**config.mk**
```make
export PLATFORM = sky130hd
export DESIGN_NAME = pipe_stage_buf
export DESIGN_NICKNAME = d
export VERILOG_FILES = /design/src/rtl/pipe_stage_buf.sv
export SDC_FILE = /design/constraint.sdc
export NUM_CORES = 1
export LEC_CHECK = 0
export BUFFER_PORTS_ARGS = -buffer_cell sky130_fd_sc_hd__buf_2
export CORE_ASPECT_RATIO = 1.1
export CORE_MARGIN = 8
export CORE_UTILIZATION = 40
export CTS_CLUSTER_DIAMETER = 50
export CTS_CLUSTER_SIZE = 16
export DETAILED_ROUTE_END_ITERATION = 10
export GPL_TIMING_DRIVEN = 0
export SYNTH_ARGS = -nofsm -noshare
export SYNTH_HDL_FRONTEND = slang
export SYNTH_SLANG_ARGS = --single-unit
```
**constraint.sdc**
```tcl
create_clock -name clk -period 3.3 [get_ports clk]
set_input_delay 0.165 -clock clk [delete_from_list [all_inputs] [get_ports clk]]
set_output_delay 0.165 -clock clk [all_outputs]
set_load 0.02 [all_outputs]
```
**src/rtl/pipe_stage_buf.sv**
```systemverilog
// pipe_stage_buf: multi-lane valid/ready pipeline stage register with a
// two-entry skid buffer. in_ready comes straight from registered state, so
// back-pressure never forms a combinational path back up the pipeline.
// An empty stage presents all-zero data (a nop) on every lane.
module pipe_stage_buf #(
    parameter int unsigned LANES = 7,
    parameter int unsigned WIDTH = 32,
    parameter int unsigned CNT_W = 16
) (
    input  logic                   clk,
    input  logic                   res,
    input  logic                   in_valid,
    output logic                   in_ready,
    input  logic [LANES*WIDTH-1:0] in_data,
    input  logic                   flush,
    output logic                   out_valid,
    input  logic                   out_ready,
    output logic [LANES*WIDTH-1:0] out_data,
    output logic [1:0]             occupancy,
    output logic [CNT_W-1:0]       stall_cnt
);

    localparam int unsigned      DataW  = LANES * WIDTH;
    localparam logic [CNT_W-1:0] CntMax = {CNT_W{1'b1}};
    localparam logic [CNT_W-1:0] CntOne = {{(CNT_W-1){1'b0}}, 1'b1};

    // State encoding equals the number of held entries.
    typedef enum logic [1:0] {
        StEmpty = 2'd0,
        StOne   = 2'd1,
        StFull  = 2'd2
    } state_e;

    state_e             state_q, state_d;
    logic [DataW-1:0]   main_q, main_d;
    logic [DataW-1:0]   skid_q, skid_d;
    logic [CNT_W-1:0]   stall_q, stall_d;

    logic               in_fire;
    logic               out_fire;
    logic               stalled;

    // Handshake outputs, all derived from registered state only.
    always_comb begin
        in_ready  = (state_q != StFull);
        out_valid = (state_q != StEmpty);
        out_data  = main_q;
        occupancy = state_q;
        stall_cnt = stall_q;
        in_fire   = in_valid & in_ready;
        out_fire  = out_valid & out_ready;
        stalled   = out_valid & ~out_ready;
    end

    // Next state and storage; any path into StEmpty clears both registers.
    always_comb begin
        state_d = state_q;
        main_d  = main_q;
        skid_d  = skid_q;

        unique case (state_q)
            StEmpty: begin
                if (in_fire) begin
                    state_d = StOne;
                    main_d  = in_data;
                end
            end
            StOne: begin
                if (in_fire && out_fire) begin
                    main_d = in_data;
                end else if (in_fire) begin
                    state_d = StFull;
                    skid_d  = in_data;
                end else if (out_fire) begin
                    state_d = StEmpty;
                    main_d  = '0;
                    skid_d  = '0;
                end
            end
            StFull: begin
                // in_ready is low here, so only the pop side can move.
                if (out_fire) begin
                    state_d = StOne;
                    main_d  = skid_q;
                    skid_d  = '0;
                end
            end
            default: begin
                state_d = StEmpty;
                main_d  = '0;
                skid_d  = '0;
            end
        endcase

        // Flush wins over the handshake; a same-cycle push is dropped.
        if (flush) begin
            state_d = StEmpty;
            main_d  = '0;
            skid_d  = '0;
        end
    end

    // Saturating back-pressure counter; survives flush.
    always_comb begin
        stall_d = stall_q;
        if (stalled && (stall_q != CntMax)) begin
            stall_d = stall_q + CntOne;
        end
    end

    // Occupancy state register with synchronous active-low reset.
    always_ff @(posedge clk) begin
        if (!res) begin
            state_q <= StEmpty;
        end else begin
            state_q <= state_d;
        end
    end

    // Head and skid data registers, cleared to a bubble on reset.
    always_ff @(posedge clk) begin
        if (!res) begin
            main_q <= '0;
            skid_q <= '0;
        end else begin
            main_q <= main_d;
            skid_q <= skid_d;
        end
    end

    // Stall counter register, cleared only by reset.
    always_ff @(posedge clk) begin
        if (!res) begin
            stall_q <= '0;
        end else begin
            stall_q <= stall_d;
        end
    end

endmodule

```
* Yosys cells after proc, flatten, opt, wreduce, memory -nomap -nowiden
Cells that the tools add are included.
** Storage, ports and cells
- Flip-flop bits (word level) :: 466
- Output and inout port bits :: 244
** Operators by class
- Add/subtract/negate cells :: 1
- Eq/ne operators :: 10
- Muxes and demuxes :: 16
- Bitwise operators :: 6
- Reduce and logical (&&, ||, !) cells :: 8
** Operators by type and width (count)
- $mux W224 :: 8
- $pmux W224 S3 :: 2
- $add A16 B1 Y16 const B :: 1
- $ne A16 B16 Y1 const B :: 1
- $mux W2 :: 5
- $ne A3 B3 Y1 const B :: 3
- $ne A2 B2 Y1 const B :: 4
- $reduce_and A4 Y1 :: 2
- $pmux W2 S3 :: 1
- $and A1 B1 Y1 :: 3
- $not A1 Y1 :: 3
- $eq A2 B1 Y1 const B :: 1
- $eq A2 B2 Y1 const B :: 1
- $logic_and A1 B1 Y1 :: 2
- $logic_not A2 Y1 :: 1
- $reduce_and A2 Y1 :: 1
- $reduce_bool A2 Y1 :: 1
- $reduce_or A2 Y1 :: 1

* Longest topological paths before layout
Gate-level depths: netlist of the first run.
- Depth in word-level cells :: 6
- Gate-level depth with buffers :: 10

* Least setup slack after synthesis of the first run
No wires, ideal clock.
- Path type :: flip-flop to flip-flop
- Start :: register state_q[0], in the netlist occupancy[0]
- End :: register main_q[166], in the netlist out_data[166]
- Library setup time :: 132 ps
- Data arrival time :: 2135 ps
- Data required time :: 3168 ps
- Slack :: 1033 ps
- Stages on the path, launching flop included :: 10
- Path buffers :: 3
- Period minus slack after synthesis :: 2267 ps
- Cells stage by stage :: dfxtp_1 -> inv_1 -> ha_1 -> inv_2 -> buf_2 -> clkbuf_1 -> clkbuf_1 -> a21boi_0 -> o211ai_1 -> a21oi_1
** Between the ends
- Cells in the longest elaborated chain, start to end :: 5
** RTL lines
- start, declared :: RTL line 34 : state_e state_q, state_d;
- start signal, assigned :: RTL line 114 : state_q <= StEmpty;
- start signal, assigned :: RTL line 116 : state_q <= state_d;
- $reduce_bool A2 Y1 * :: RTL line 46 : out_valid = (state_q != StEmpty);
- named net out_valid :: RTL line 16 : output logic out_valid,
- $and A1 B1 Y1 * :: RTL line 51 : out_fire = out_valid & out_ready;
- $logic_and A1 B1 Y1 :: RTL line 69 : if (in_fire && out_fire) begin
- $ne A3 B3 Y1 (no source line) or $mux W224 (tied branches)
- $reduce_and A4 Y1 (no source line) or $pmux W224 S3 (tied branches)
- end signal, assigned :: RTL line 126 : main_q <= main_d;
- end, declared :: RTL line 35 : logic [DataW-1:0] main_q, main_d;
The timed path passes the listed nets; every way through them passes the cells marked *.
A chain may end at the register's enable or synchronous reset.

* Final worst setup path of the first run
- Start :: register state_q[0], in the netlist occupancy[0]
- End :: output port out_valid
** Between the ends
- Cells in the longest elaborated chain, start to end :: 1
** RTL lines (RTL line)
- $reduce_bool A2 Y1 :: 46
- end, declared :: 16
Every way passes these cells.

==> results of run 1 <==
[power breakdown]
group	leakage [nW]	switching, mW	total [mW]	internal [mW]
combinational	6.03	1.17	1.86	0.694
sequential	3.77	0.0678	5.81	5.74
clock	0.765	2.52	5.66	3.13
total	10.6	3.76	13.3	9.57
[layout make-up]
type	instances	area, um^2	share of cell area
buffer	269	1110	0.0395
clock buffer	54	1250	0.0448
multi-input combinational	1861	10400	0.372
timing repair buffer	697	4620	0.165
tap	675	845	0.0301
clock inverter	34	373	0.0133
inverter	8	30.0	0.00107
antenna	16	40.0	0.00143
sequential	466	9330	0.333
[worst min-delay path: stages]
cell and delay, ps:
buf_2 180, a21oi_1 80, o21ai_0 140, nor3_1 50
[per-stage QoR]
stage | setup slack [ps] | util | instances
after detailed placement | 382 | 0.463 | 3750
after CTS | 33.9 | 0.537 | 4064
final | 310 | 0.538 | 4080
after global routing | 66.7 | 0.538 | 4077
after global placement | 436 | 0.463 | 3750
after floorplan | 1030 | - | 2604
[sequential cells by signal (all words and copies together) (netlist names)]
register / cells
out_data: 224
occupancy: 2
stall_cnt: 16
skid_q: 224
[metal layers]
| metal | vias to the layer above | part of all wire |
|---|---|---|
| li1 | 10633 | - |
| met1 | 10422 | 0.42 |
| met2 | 757 | 0.48 |
| met3 | 171 | 0.066 |
| met4 | 8 | 0.036 |
| met5 | - | 0.00070 |
[cells by family after synthesis]
kind of cell / count (synthesis)
compound gates: 1140
simple gates: 713
flops: 466
buf+inv: 277
fa+ha+maj: 5
mux: 2
xor+xnor: 1
[synth_stat cells, types with 2 or more instances]
library cell | count | share of area
nand2_1 | 440 | 0.079
ha_1 | 5 | 0.0030
or4_1 | 5 | 0.0018
a21boi_0 | 224 | 0.080
buf_1 | 6 | 0.0011
and2_1 | 225 | 0.067
a21oi_2 | 2 | 0.00084
a22o_1 | 19 | 0.0080
mux2i_1 | 2 | 0.00096
nand4_1 | 5 | 0.0015
a21oi_1 | 442 | 0.11
or3_1 | 7 | 0.0021
dfxtp_1 | 466 | 0.45
buf_4 | 2 | 0.00072
nor2_1 | 6 | 0.0011
buf_2 | 66 | 0.016
o21ai_1 | 31 | 0.0074
nand2b_1 | 4 | 0.0012
inv_2 | 2 | 0.00036
o211ai_1 | 224 | 0.080
clkbuf_1 | 194 | 0.035
nand3_1 | 6 | 0.0014
o21ai_0 | 185 | 0.044
o31ai_1 | 6 | 0.0022
and3_1 | 4 | 0.0012
inv_1 | 6 | 0.0011
[worst paths after layout]
| kind | start | to | slack (ps) |
|---|---|---|---|
| setup / recovery | occupancy[0] | out_valid | 310 |
| hold / removal | out_ready | occupancy[1] | 70 |
| setup reg to reg | occupancy[0] | out_data[113] | 370 |
| hold reg to reg | out_data[51] | out_data[51] | 450 |
[what timing repair did]
action                     CTS  global route
gates resized for setup      0             2
setup endpoints to repair    0             1
hold buffers               226             0
hold endpoints to repair   231             0
buffers inserted             0             0
==> flow_summary.yaml, run 1 <==
status:
  status: "completed"
timing:
  slew_headroom: 0.312
  hold_viol: 0
  fin_skew_ps: 20.1
  setup_viol: 0
  drv_slew: 0
  holdWs_ps: 74.8
  rsz0062_at_grt: "no"
  min_period_ps: 2990
  tns_ps: 0
  fin_crit_sh: 0.906
  worstMarginPinSlew_ps: 1030
  fmax_mhz: 334
worst_setup_path:
  required_ps: 3130
  path_depth: 7
  startpoint_type: "flip-flop"
  path_cells: "inv_1 -> ha_1 -> inv_2 -> buf_2 -> clkbuf_2 -> clkbuf_1 -> buf_2"
  cp.arrival_ps: 2820
  worstRegToRegCells: 8
  cpMaxStageDelayCell: "dfxtp_1"
  crit_family: "buffers and inverters"
  path_common_cell: "buf_2"
  cp_max_fo: 10
  critPathMaxStageDelay_ps: 450
  endpoint_kind: "output pin"
  critPathKind: "reg2out"
  critical_path_buf_inv_count: 6
finish:
  nets: 3585
  area_growth_pct: 34.1
  layout_commonest_cell: "buf_2"
  layout_common_cells: "buf_2, dfxtp_1, a21oi_1, nand2_1, dlygate4sd3_1"
  fillers: 4962
  drive_gt1_frac: 0.188
  final_area_um2: 28000
detailed_routing:
  dr.pass1.iters: 7
  viasPerCell: 5.39
  initialDrtViolationCount: 1294
  vias: 21991
  drc: 0
  postRouteAntennaNets: 0
  wl_per_cell_um: 19.2
  drt-total-wl_um: 78300
synthesis:
  synth_fp_nets: 2838
  synth_top_family_by_area: "compound AO/OA/AOI/OAI gates"
  synthDistinctLibCells: 46
  synthFlopType: "dfxtp_1"
  synthAdderAreaFrac: 0.00299
  syn_area_um2: 20900
  ys_seq_elements: 466
  synthXorXnorAreaFrac: 0.000419
  synth-simple-area-share: 0.162
  syn_area_per_cell_um2: 8.03
  ys_async_sr_fraction: 0
  yosysWarnings: 0
  synthMuxAreaShare: 0.000958
  syn_inst: 2604
  synth_seq_area_share: 0.446
  synth_compound_area_frac: 0.332
  synth_edf_count: 0
placed_design:
  dp_hpwl_um: 57500
  placed_cell_area_um2: 24100
  portBuffers: 471
  gp_congestion: 0.862
power:
  p_total_mw: 13.3
  p_leak_nw: 10.6
  peakVddDrop_uv: 507
  power.density_nw_per_um2: 475
die:
  std_cell_rows: 88
  design.die.area_um2: 59800
  die_h_um: 256
  initial_core_util: 0.401
  coreArea_um2: 52100
  io_pins: 473
  die_w_um: 234
grt:
  overflow: 0
  grt_use_met2: 0.420
  gr-max-usage-layer: "met2"
  met1_usage: 0.306
  antenna_found_initial: 20
  track_usage: 0.249
  grt_max_degree: 17
  grtUsageMet3: 0.0531
  grt_first_pass_wirelength_um: 120000
  grt_pass1_vias: 21688
clock_network:
  clock_path_buffers: 3
  clock_latency_ps: 590
  cts_tree: "yes"
  h-tree-depth: 2
  clock-sinks: 466
  clk_pin_slew_ps: 60
  cts_root_buffer: "clkbuf_16"
  numCtsBuffers: 48
min_path:
  min_path_cells: 4
  min_path_type: "in2reg"
flow_run:
  cap_violations: 0
Note: power is estimated with default switching activity, not from simulation.
==> run 2, diff against run 1 <==
CORE_MARGIN = 2   (was 8)
REMOVE_ABC_BUFFERS = 1   (was not set)
==> run 2 against run 1 <==
Net effect: die area down 9.6%; worst setup slack lost 56 ps; non-clock buffer count decreased by 211; combinational power rose by 6%; sequential cell count unchanged; clock skew increased by 2.9 ps; utilization rose by 1.6 points; global-route usage is 1.8 points higher; fmax shrank 1.8%; sequential power hardly changed; sequential share of layout area down 0.57 points; count of clock-buffer cells in the layout up 3; highest routed layer unchanged.
==> flow_summary.yaml, run 2 (synthesized netlist as in run 1, its figures left out) <==
timing:
  fin_crit_sh: 0.923
  fmax_mhz: 328
  fin_skew_ps: 23.0
  setup_viol: 0
  worstMarginPinSlew_ps: 999
  min_period_ps: 3050
  slew_headroom: 0.332
  drv_slew: 0
  hold_viol: 0
  rsz0062_at_grt: "no"
detailed_routing:
  viasPerCell: 5.63
  wl_per_cell_um: 19.8
  drt-total-wl_um: 76400
  postRouteAntennaNets: 0
  drc: 0
  initialDrtViolationCount: 1581
  dr.pass1.iters: 5
  vias: 21700
die:
  design.die.area_um2: 54100
  coreArea_um2: 51500
  io_pins: 473
  initial_core_util: 0.406
  std_cell_rows: 87
  die_h_um: 244
  die_w_um: 222
grt:
  grt_first_pass_wirelength_um: 117000
  antenna_found_initial: 8
  overflow: 0
  track_usage: 0.267
  met1_usage: 0.339
  grt_pass1_vias: 20843
  gr-max-usage-layer: "met2"
  grt_max_degree: 119
  grt_use_met2: 0.437
  grtUsageMet3: 0.0486
worst_setup_path:
  cp_max_fo: 75
  endpoint_kind: "flip-flop"
  critPathKind: "reg2reg"
  cp.arrival_ps: 3560
  startpoint_type: "flip-flop"
  required_ps: 3820
power:
  peakVddDrop_uv: 389
  p_leak_nw: 10.8
  power.density_nw_per_um2: 483
  p_total_mw: 13.8
finish:
  layout_common_cells: "buf_2, dfxtp_1, a21oi_1, nand2_1"
  layout_commonest_cell: "buf_2"
  area_growth_pct: 36.5
  drive_gt1_frac: 0.200
  fin_util: 0.554
  fillers: 4713
  final_area_um2: 28500
  nets: 3379
min_path:
  min_path_type: "in2reg"
clock_network:
  clock_path_buffers: 3
  clk_pin_slew_ps: 70
  cts_tree: "yes"
  clock_latency_ps: 580
  numCtsBuffers: 49
  clock-sinks: 466
  cts_root_buffer: "clkbuf_16"
  h-tree-depth: 2
placed_design:
  dp_hpwl_um: 43600
  portBuffers: 472
  gp_congestion: 0.814
  placed_cell_area_um2: 24300
status:
  status: "completed"
flow_run:
  cap_violations: 0
[run 2: through the flow]
step / hold WS [ps] / setup slack (ps) / setup TNS [ps] / cells
4_1_cts: 94.9 / 27.6 / 0 / 3844
3_3_place_gp: 393 / -13240 / -5822920 / 3474
5_1_grt: 150 / 57.8 / 0 / 3852
2_1_floorplan: 291 / -5920 / -2219110 / 2335
3_5_place_dp: 396 / -1010 / -47910 / 3523
6_report: 121 / 254 / 0 / 3852
[run 2: layout make-up]
cell class | instances | area, um^2 | area share
multi-input cells | 1865 | 10600 | 0.370
flip-flops and latches | 466 | 9330 | 0.327
repair buffers | 755 | 6000 | 0.210
clock buffers | 57 | 1320 | 0.0462
well taps | 667 | 835 | 0.0293
clock inverters | 30 | 417 | 0.0146
inverters | 8 | 50.0 | 0.00175
diodes | 4 | 10.0 | 0.000351
[run 2: timing repair]
action	CTS	global route
endpoints found under the setup margin	167	70
resized for setup	3	2
pin swaps	3	0
gates cloned	5	1
hold endpoints to repair	225	0
buffers inserted	4	2
hold buffers	225	0
[run 2: path summary, 6_finish.rpt]
check | depth (start not counted) | slack [ps] | to | start
worst max register to register | 9 | 250 | skid_q[43] | occupancy[0]
worst min-delay path | 3 | 120 | stall_cnt[12] | res
worst min register to register | 2 | 450 | out_data[208] | out_data[208]
worst max-delay path | 9 | 250 | skid_q[43] | occupancy[0]
[run 2: worst max-delay path, cell delays in order, from the launching register on]
cell	delay [ps]
dfxtp_1	440
inv_1	140
ha_4	230
buf_16	210
nand4b_4	410
buf_16	330
nand2_8	280
buf_16	290
o21ba_4	390
a22o_1	200
[run 2: power by group]
part,switching [mW],internal [mW],total [mW]
Combinational,1.19,0.788,1.98
Clock,2.52,3.46,5.99
Sequential,0.0617,5.74,5.80
[run 2: per-layer routing]
metal | routed length (um) | vias to the layer above
li1 | - | 10227
met1 | 32200 | 10517
met2 | 35500 | 744
met3 | 5090 | 202
met4 | 3470 | 10
met5 | 60 | -
